### config.mk
export PLATFORM = sky130hd
export DESIGN_NAME = card_shoe_flat
export DESIGN_NICKNAME = d
export VERILOG_FILES = /design/src/rtl/card_shoe_if.sv /design/src/rtl/card_shoe.sv /design/src/flat_wrapper.sv
export SDC_FILE = /design/constraint.sdc
export NUM_CORES = 1
export LEC_CHECK = 0
export ABC_CLOCK_PERIOD_IN_PS = 4200
export BUFFER_PORTS_ARGS = -buffer_cell sky130_fd_sc_hd__buf_2
export CORE_UTILIZATION = 40
export CTS_BUF_LIST = sky130_fd_sc_hd__clkbuf_8
export DETAILED_ROUTE_END_ITERATION = 7
export SLEW_MARGIN = 20
export SYNTH_ARGS = -nofsm -noshare
export SYNTH_HDL_FRONTEND = slang
export SYNTH_SLANG_ARGS = --single-unit
### constraint.sdc
create_clock -name clk -period 4.2 [get_ports clk]
set_clock_uncertainty 0.15 [all_clocks]
set_input_delay 0 -clock clk [delete_from_list [all_inputs] [get_ports clk]]
set_output_delay 0 -clock clk [all_outputs]
set_load 0.02 [all_outputs]
### src/rtl/card_shoe_if.sv
// Handshake and status bundle between the blackjack game FSM (master)
// and the card shoe (slave).
interface card_shoe_if;
    logic       draw_req;
    logic       shuffle_req;
    logic       busy;
    logic       card_valid;
    logic [3:0] card_index;
    logic [3:0] card_val;
    logic       draw_err;
    logic       shuffle_done;
    logic [8:0] cards_left;
    logic       low_shoe;

    modport master (
        output draw_req, shuffle_req,
        input  busy, card_valid, card_index, card_val,
               draw_err, shuffle_done, cards_left, low_shoe
    );

    modport slave (
        input  draw_req, shuffle_req,
        output busy, card_valid, card_index, card_val,
               draw_err, shuffle_done, cards_left, low_shoe
    );
endinterface

### src/rtl/card_shoe.sv
// Card shoe: draws cards without replacement from NUM_DECKS decks using an
// LFSR-chosen starting rank and a linear probe over the 13 per-rank counts.
// A shuffle request refills every rank over 13 cycles.
module card_shoe #(
    parameter int          NUM_DECKS  = 1,
    parameter int          LOW_THRESH = 15,
    parameter logic [15:0] SEED       = 16'hACE1
) (
    input  logic       clk,
    input  logic       rst_n,
    card_shoe_if.slave bus
);
    typedef enum logic [1:0] {IDLE, SEARCH, DELIVER, SHUFFLE} state_t;

    localparam logic [5:0] RANK_FULL = 6'(4 * NUM_DECKS);
    localparam logic [8:0] SHOE_FULL = 9'(52 * NUM_DECKS);

    state_t      state, state_nxt;
    logic [15:0] lfsr;
    logic [3:0]  ptr, ptr_nxt;
    logic [3:0]  tries, tries_nxt;
    logic [5:0]  count [0:12];
    logic [8:0]  cards_left;
    logic [3:0]  start;
    logic        hit;
    logic        take;        // consume one card of rank ptr this cycle
    logic        refill;      // rewrite count[ptr] to full this cycle
    logic        err_nxt;
    logic        done_nxt;

    // Fold the LFSR low nibble into 0..12 for the probe start.
    assign start = (lfsr[3:0] >= 4'd13) ? lfsr[3:0] - 4'd13 : lfsr[3:0];
    assign hit   = (count[ptr] != 6'd0);

    assign bus.busy       = (state != IDLE);
    assign bus.card_valid = (state == DELIVER);
    assign bus.cards_left = cards_left;
    assign bus.low_shoe   = (cards_left < 9'(LOW_THRESH));

    // Next-state and per-cycle control decode.
    always_comb begin
        // NOTE: every output of this block gets a default first so no path leaves one unassigned (no latch).
        state_nxt = state;
        ptr_nxt   = ptr;
        tries_nxt = tries;
        take      = 1'b0;
        refill    = 1'b0;
        err_nxt   = 1'b0;
        done_nxt  = 1'b0;
        unique case (state)
            IDLE: begin
                if (bus.shuffle_req) begin
                    state_nxt = SHUFFLE;
                    ptr_nxt   = 4'd0;
                end else if (bus.draw_req) begin
                    if (cards_left == 9'd0) begin
                        err_nxt = 1'b1;
                    end else begin
                        state_nxt = SEARCH;
                        ptr_nxt   = start;
                        tries_nxt = 4'd0;
                    end
                end
            end
            SEARCH: begin
                if (hit) begin
                    take      = 1'b1;
                    state_nxt = DELIVER;
                end else if (tries == 4'd12) begin
                    // Unreachable with a consistent cards_left; never spin forever.
                    state_nxt = IDLE;
                end else begin
                    ptr_nxt   = (ptr == 4'd12) ? 4'd0 : ptr + 4'd1;
                    tries_nxt = tries + 4'd1;
                end
            end
            DELIVER: begin
                state_nxt = IDLE;
            end
            SHUFFLE: begin
                refill  = 1'b1;
                ptr_nxt = ptr + 4'd1;
                if (ptr == 4'd12) begin
                    done_nxt  = 1'b1;
                    state_nxt = IDLE;
                end
            end
            default: state_nxt = IDLE;
        endcase
    end

    // FSM state, probe pointer and LFSR registers.
    always_ff @(posedge clk or negedge rst_n) begin
        if (!rst_n) begin
            state <= IDLE;
            ptr   <= 4'd0;
            tries <= 4'd0;
            lfsr  <= SEED;
        end else begin
            // NOTE: sequential state uses non-blocking assignment so every register samples pre-edge values.
            state <= state_nxt;
            ptr   <= ptr_nxt;
            tries <= tries_nxt;
            lfsr  <= {1'b0, lfsr[15:1]} ^ (lfsr[0] ? 16'hB400 : 16'h0000);
        end
    end

    // Per-rank counts and the running total of cards in the shoe.
    always_ff @(posedge clk or negedge rst_n) begin
        if (!rst_n) begin
            // NOTE: the count array is reset deliberately: a reset must leave a full shoe.
            for (int i = 0; i < 13; i++) count[i] <= RANK_FULL;
            cards_left <= SHOE_FULL;
        end else begin
            if (take) begin
                count[ptr] <= count[ptr] - 6'd1;
                cards_left <= cards_left - 9'd1;
            end else if (refill) begin
                count[ptr] <= RANK_FULL;
                if (done_nxt) cards_left <= SHOE_FULL;
            end
        end
    end

    // Latched card outputs and one-cycle status pulses.
    always_ff @(posedge clk or negedge rst_n) begin
        if (!rst_n) begin
            bus.card_index   <= 4'd0;
            bus.card_val     <= 4'd0;
            bus.draw_err     <= 1'b0;
            bus.shuffle_done <= 1'b0;
        end else begin
            bus.draw_err     <= err_nxt;
            bus.shuffle_done <= done_nxt;
            if (take) begin
                bus.card_index <= ptr;
                bus.card_val   <= (ptr == 4'd0) ? 4'd11 :
                                  (ptr >= 4'd9) ? 4'd10 : ptr + 4'd1;
            end
        end
    end
endmodule

### src/flat_wrapper.sv
// flat-port wrapper written by rule: the top's interface ports become plain ports
module card_shoe_flat 
#(
    parameter int          NUM_DECKS  = 1,
    parameter int          LOW_THRESH = 15,
    parameter logic [15:0] SEED       = 16'hACE1
)
  (clk, rst_n, bus_draw_req, bus_shuffle_req, bus_busy, bus_card_valid, bus_card_index, bus_card_val, bus_draw_err, bus_shuffle_done, bus_cards_left, bus_low_shoe);
  card_shoe_if bus_i ();
  input  logic clk;
  input  logic rst_n;
  input wire logic [$bits(bus_i.draw_req)-1:0] bus_draw_req;
  input wire logic [$bits(bus_i.shuffle_req)-1:0] bus_shuffle_req;
  output wire logic [$bits(bus_i.busy)-1:0] bus_busy;
  output wire logic [$bits(bus_i.card_valid)-1:0] bus_card_valid;
  output wire logic [$bits(bus_i.card_index)-1:0] bus_card_index;
  output wire logic [$bits(bus_i.card_val)-1:0] bus_card_val;
  output wire logic [$bits(bus_i.draw_err)-1:0] bus_draw_err;
  output wire logic [$bits(bus_i.shuffle_done)-1:0] bus_shuffle_done;
  output wire logic [$bits(bus_i.cards_left)-1:0] bus_cards_left;
  output wire logic [$bits(bus_i.low_shoe)-1:0] bus_low_shoe;
  assign bus_i.draw_req = bus_draw_req;
  assign bus_i.shuffle_req = bus_shuffle_req;
  assign bus_busy = bus_i.busy;
  assign bus_card_valid = bus_i.card_valid;
  assign bus_card_index = bus_i.card_index;
  assign bus_card_val = bus_i.card_val;
  assign bus_draw_err = bus_i.draw_err;
  assign bus_shuffle_done = bus_i.shuffle_done;
  assign bus_cards_left = bus_i.cards_left;
  assign bus_low_shoe = bus_i.low_shoe;
  card_shoe #(.NUM_DECKS(NUM_DECKS), .LOW_THRESH(LOW_THRESH), .SEED(SEED)) u_core (.clk(clk), .rst_n(rst_n), .bus(bus_i));
endmodule
**Word level (Yosys, flattened, before mapping)**

Index checks and enable logic that the tools add are counted.
Widths: inputs -> output; s select.

- Logic and storage cells: 109
- Input port bits: 4
- Memory bits (read-only): 0
- Bits in latches: 0
- Memories: 0
- Output and inout bits: 22
- Register bits after elaboration: 123
- Bits in writable memories: 0

- Divide/modulo/power cells: 0
- Shifts and indexed selects: 0
- Mux-type cells: 44
- Reduce and logical (&&, ||, !) cells: 14
- Equality and inequality tests: 14
- Add/subtract/negate cells: 5
- $lt $le $gt $ge: 5
- Bitwise logic cells: 5
- $mul: 0

Operator list:

| operator | count |
|---|---|
| $mux 78 | 2 |
| $bwmux 78 | 1 |
| $and 65x65->65 | 1 |
| $not 65->65 | 1 |
| $mux 4 | 14 |
| $mux 9 | 3 |
| $bmux 6 s4 | 1 |
| $demux 6 s4 | 1 |
| $mux 6 | 3 |
| $mux 16 | 1 |
| $xor 15x16->16 | 1 |
| $or 13x13->13 | 1 |
| $mux 2 | 6 |
| $pmux 4 s3 | 1 |
| $ne 2x2->1 const B | 5 |
| $logic_not 9->1 | 1 |
| $lt 9x4->1 const B | 1 |
| $mux 1 | 9 |
| $sub 9x1->9 const B | 1 |
| $add 4x1->4 const B | 2 |
| $eq 4x4->1 const B | 2 |
| $ge 4x4->1 const B | 2 |
| $pmux 2 s4 | 1 |
| $pmux 4 s2 | 1 |
| other kinds (20) | 25 |

**Longest topological paths before layout**

- Depth after elaboration: 9
- Depth in mapped cells: 14

**Least setup slack after synthesis**

Ideal clock, no wire load.

- Path kind: reg-to-reg
- Start: reg u_core.ptr[1]
- End: reg u_core.ptr[3]
- Stages on the path, launching flop included: 14
- Path slack: 0.577 ns
- Data required time: 3.925 ns
- Path buffers: 3
- Library setup time: 0.125 ns
- Arrival time: 3.348 ns
- Clock period less this slack: 3.623 ns
- Cell sequence: dfrtp_1 > buf_6 > buf_2 > mux2i_1 > nor2_1 > or4_4 > inv_2 > ha_1 > o21ai_0 > or4_4 > o41ai_4 > buf_6 > nand2_4 > mux2_4

- Longest elaborated chain between the ends: 7

Ends and longest elaborated chain:

| element | RTL line | text |
|---|---|---|
| start, declared | card_shoe.sv:20 | `logic [3:0] ptr, ptr_nxt;` |
| start signal, assigned | card_shoe.sv:102 | `ptr <= ptr_nxt;` |
| $not 4->5 (not written as such) | card_shoe.sv:33 | `assign hit = (count[ptr] != 6'd0);` |
| $bmux 6 s4 | card_shoe.sv:33 |  |
| $mux 6 (not written as such) (2 in a row) | card_shoe.sv:33 |  |
| $reduce_bool 6->1 | card_shoe.sv:33 |  |
| $ne 2x2->1 (no source line) | - |  |
| $reduce_and 5->1 (no source line) | - |  |

Parallel ways exist; a longest one is shown, timed or not. The select of a mux whose other input is x is not followed.
A chain may end at the register's enable or synchronous reset.

**Worst setup path after layout**

- Start: reg u_core.ptr[3]
- End: reg u_core.ptr[3]

The elaborated chain is that of the path after synthesis.

==> flow_metrics.py <==
metrics = {
    "outcome": {
        "status": "complete, no violations",
    },
    "clock_tree": {
        "insertion_delay_ps": 460,
        "clockRootBuffer": "clkbuf_8",
        "cts-buffers-inserted": 17,
        "cts_tree": "built",
        "clk_pin_slew_worst_paths_ps": 90,
        "cts_max_path_buffers": 2,
        "htree_levels": 4,
        "cts.sinks": 123,
    },
    "worst_setup_path": {
        "crit_path_end_kind": "register",
        "worstPathRequired_ps": 4400,
        "cp-start-kind": "register",
        "worst_ep_arrival_time_ps": 4200,
        "path_class": "register to register",
        "crit_fanout": 20,
    },
    "logic_synthesis": {
        "synth_cell_types": 66,
        "yosys-top-cells-count": "dfrtp_1, nand2_1, mux2i_1, inv_1, clkbuf_1",
        "postSynthCellCount": 604,
        "syn_avg_cell_area_um2": 10.8,
        "syn_nets": 619,
        "synth_edf_count": 0,
        "synthDominantCellAreaShare_pct": 38.0,
        "yosys.area.top_type": "dfrtp_1",
        "yosysMostFrequentCell": "dfrtp_1",
        "ys_seq_area_share_pct": 47.7,
        "ys.flop_type": "dfrtp_1",
        "synth_seq_cells": 123,
        "async_flop_share_pct": 100,
        "synth_area_leaders": "dfrtp_1, dfstp_2, mux2i_1",
        "netlist_area_um2": 6510,
        "yosysWarningCount": 0,
    },
    "power": {
        "p_seq_share_pct": 31.0,
        "p_leak_nw": 3.36,
        "vdd_drop_max_uv": 416,
        "p_switching_mw": 2.65,
        "p_per_area_nw_per_um2": 747,
        "p_clk_share_pct": 18.7,
        "swShare_pct": 48.2,
        "internal-power_mw": 2.86,
        "pwr-share-comb_pct": 50.3,
    },
    "grt": {
        "grt_max_degree": 50,
        "grt_overflow_total": 0,
        "grt_pass1_vias": 5053,
        "antenna_found_initial": 0,
        "grt_pass1_wl_mm": 29.4,
        "grt_use_total_pct": 23.8,
    },
    "timing": {
        "max_clock_freq_mhz": 250,
        "finalMaxSlewViolations": 0,
        "relSlewSlack_pct": 23.8,
        "setup_tns_ps": 0,
        "fin_crit_ps": 3990,
        "rsz0062_at_grt": "false",
        "setup_viol": 0,
        "period_share_pct": 95.1,
        "layout_setup_ws_ps": 207,
        "hold_viol": 0,
        "worst_pin_slew_ps": 1140,
    },
    "route": {
        "drc": 0,
        "ant_nets": 0,
        "drt-initial-drc-count": 427,
        "wirelength_mm": 18.5,
        "dr.pass1.iters": 5,
        "avgRoutedWirePerCell_um": 21.4,
        "viasPerCell": 5.97,
        "vias": 5155,
    },
    "cells_and_area": {
        "antenna_cells": 0,
        "layout.nets": 649,
        "multiInputGateArea_um2": 3050,
        "seq_area_um2": 3110,
        "fin_area_um2": 7370,
        "areaGrowthSynthToFinish_pct": 13.2,
        "num-fill-cells": 1498,
        "final_layout_size_suffix_gt1_share_pct": 22.3,
        "final_util_pct": 46.4,
    },
    "hold_path": {
        "hold_path_class": "input port to register",
    },
    "placement": {
        "dp_hpwl_mm": 12.5,
        "gp_congestion": 0.965,
        "placed_area_um2": 6880,
        "pre_cts_ws_ps": 205,
        "port_buffers": 25,
    },
    "floorplan": {
        "io_pins": 26,
        "rows": 46,
        "initial_core_util_pct": 41.0,
        "die_area_um2": 16800,
        "die_y_um": 130,
        "die_w_um": 130,
        "core_um2": 15900,
    },
    "flow_run": {
        "max_cap_viol_count": 0,
    },
}
[power by group through the flow]
stage | sequential [mW] | combinational (mW) | clock (mW)
final | 1.71 | 2.77 | 1.03
after global routing | 1.75 | 2.96 | 1.10
after CTS | 1.71 | 2.71 | 1.05
after detailed placement | 1.73 | 2.70 | 0
after global placement | 1.73 | 2.67 | 0
after floorplan | 1.75 | 1.76 | 0
[flip-flops by register name, summed over array words and instances, names as in the netlist]
register / flops
u_core.count: 78
u_core.lfsr: 16
u_core.bus.cards_left: 9
u_core.bus.card_index: 4
u_core.bus.card_val: 4
u_core.ptr: 4
u_core.tries: 4
u_core.state: 2
u_core.bus.draw_err: 1
u_core.bus.shuffle_done: 1
[timing repair]
item	4_1_cts	5_1_grt
hold buffers	6	0
endpoints found under the hold margin	101	0
buffers inserted	0	3
resized for setup	0	1
setup endpoints to repair	0	4
[per-stage QoR]
| stage | std cells | power, mW | hold WS (ps) |
|---|---|---|---|
| 5_1_grt | 863 | 5.81 | 220 |
| 3_3_place_gp | 822 | 4.40 | -148 |
| 3_5_place_dp | 822 | 4.42 | -155 |
| 6_report | 863 | 5.51 | 212 |
| 4_1_cts | 860 | 5.47 | 195 |
| 2_1_floorplan | 604 | 3.50 | -446 |
[cells by family after synthesis]
group | share of synthesized area [%]
flops | 47.7
simple gates | 13.9
buf+inv | 5.57
mux | 7.05
compound gates | 22.5
fa+ha+maj | 2.11
xor+xnor | 1.21
[worst paths after layout]
kind	from	cells after the start	slack, ps	to
max	u_core.ptr[3]$_DFFE_PN0P_	11	210	u_core.ptr[3]$_DFFE_PN0P_
min	bus_shuffle_req	3	210	u_core.state[1]$_DFFE_PN0P_
max reg2reg	u_core.ptr[3]$_DFFE_PN0P_	11	210	u_core.ptr[3]$_DFFE_PN0P_
min reg2reg	u_core.lfsr[4]$_DFF_PN0_	0	210	u_core.lfsr[3]$_DFF_PN0_
max in group asynchronous	rst_n	4	2710	u_core.tries[0]$_DFFE_PN0P_
min in group asynchronous	rst_n	3	550	u_core.count[2]$_DFFE_PN1P_
[placed cells by master, fill, tap and decap left out, types with 5 or more instances in the layout]
master / netlist / final
nand2_1: 43 / 42
dfrtp_1: 99 / 98
xor2_1: 5 / 5
mux2i_1: 41 / 41
inv_1: 29 / 29
o2bb2ai_1: 16 / 16
dlygate4sd3_1: 0 / 5
or3_1: 14 / 14
a21o_1: 5 / 5
clkbuf_8: 0 / 17
a22oi_1: 13 / 13
o211ai_2: 9 / 9
a32o_1: 12 / 12
buf_2: 14 / 24
inv_6: 0 / 6
nor4_1: 5 / 5
nor3_1: 16 / 16
o21ai_0: 19 / 19
and2_1: 12 / 12
buf_4: 3 / 31
o211ai_1: 6 / 6
ha_1: 11 / 11
nor2_1: 22 / 22
nand3_1: 16 / 16
a211o_1: 13 / 13
a22o_1: 26 / 26
o22ai_1: 12 / 12
o2111a_1: 11 / 11
dfstp_2: 24 / 24
[layout make-up]
class / count / area share, %
Clock buffer: 17 / 3.17
Clock inverter: 15 / 2.04
Inverter: 30 / 1.53
Multi-Input combinational cell: 400 / 41.4
Sequential cell: 123 / 42.2
Tap cell: 216 / 3.67
Timing Repair Buffer: 62 / 6.01
[worst max-delay path, cell delays in order (launching register included)]
cell and delay (ps):
dfrtp_1 560, and4bb_1 390, o2bb2ai_1 150, or4_4 550, inv_2 120, ha_1 240, o21ai_0 150, or4_4 480
o41ai_4 370, buf_4 300, nand2_4 100, mux2_4 310
[layer usage]
layer,track usage (%),part of all wire (%)
met5,0,0
met4,9.23,2.7
met3,5.62,5.6
met2,36.2,46
met1,32.9,46
(Power assumes the default switching activity.)
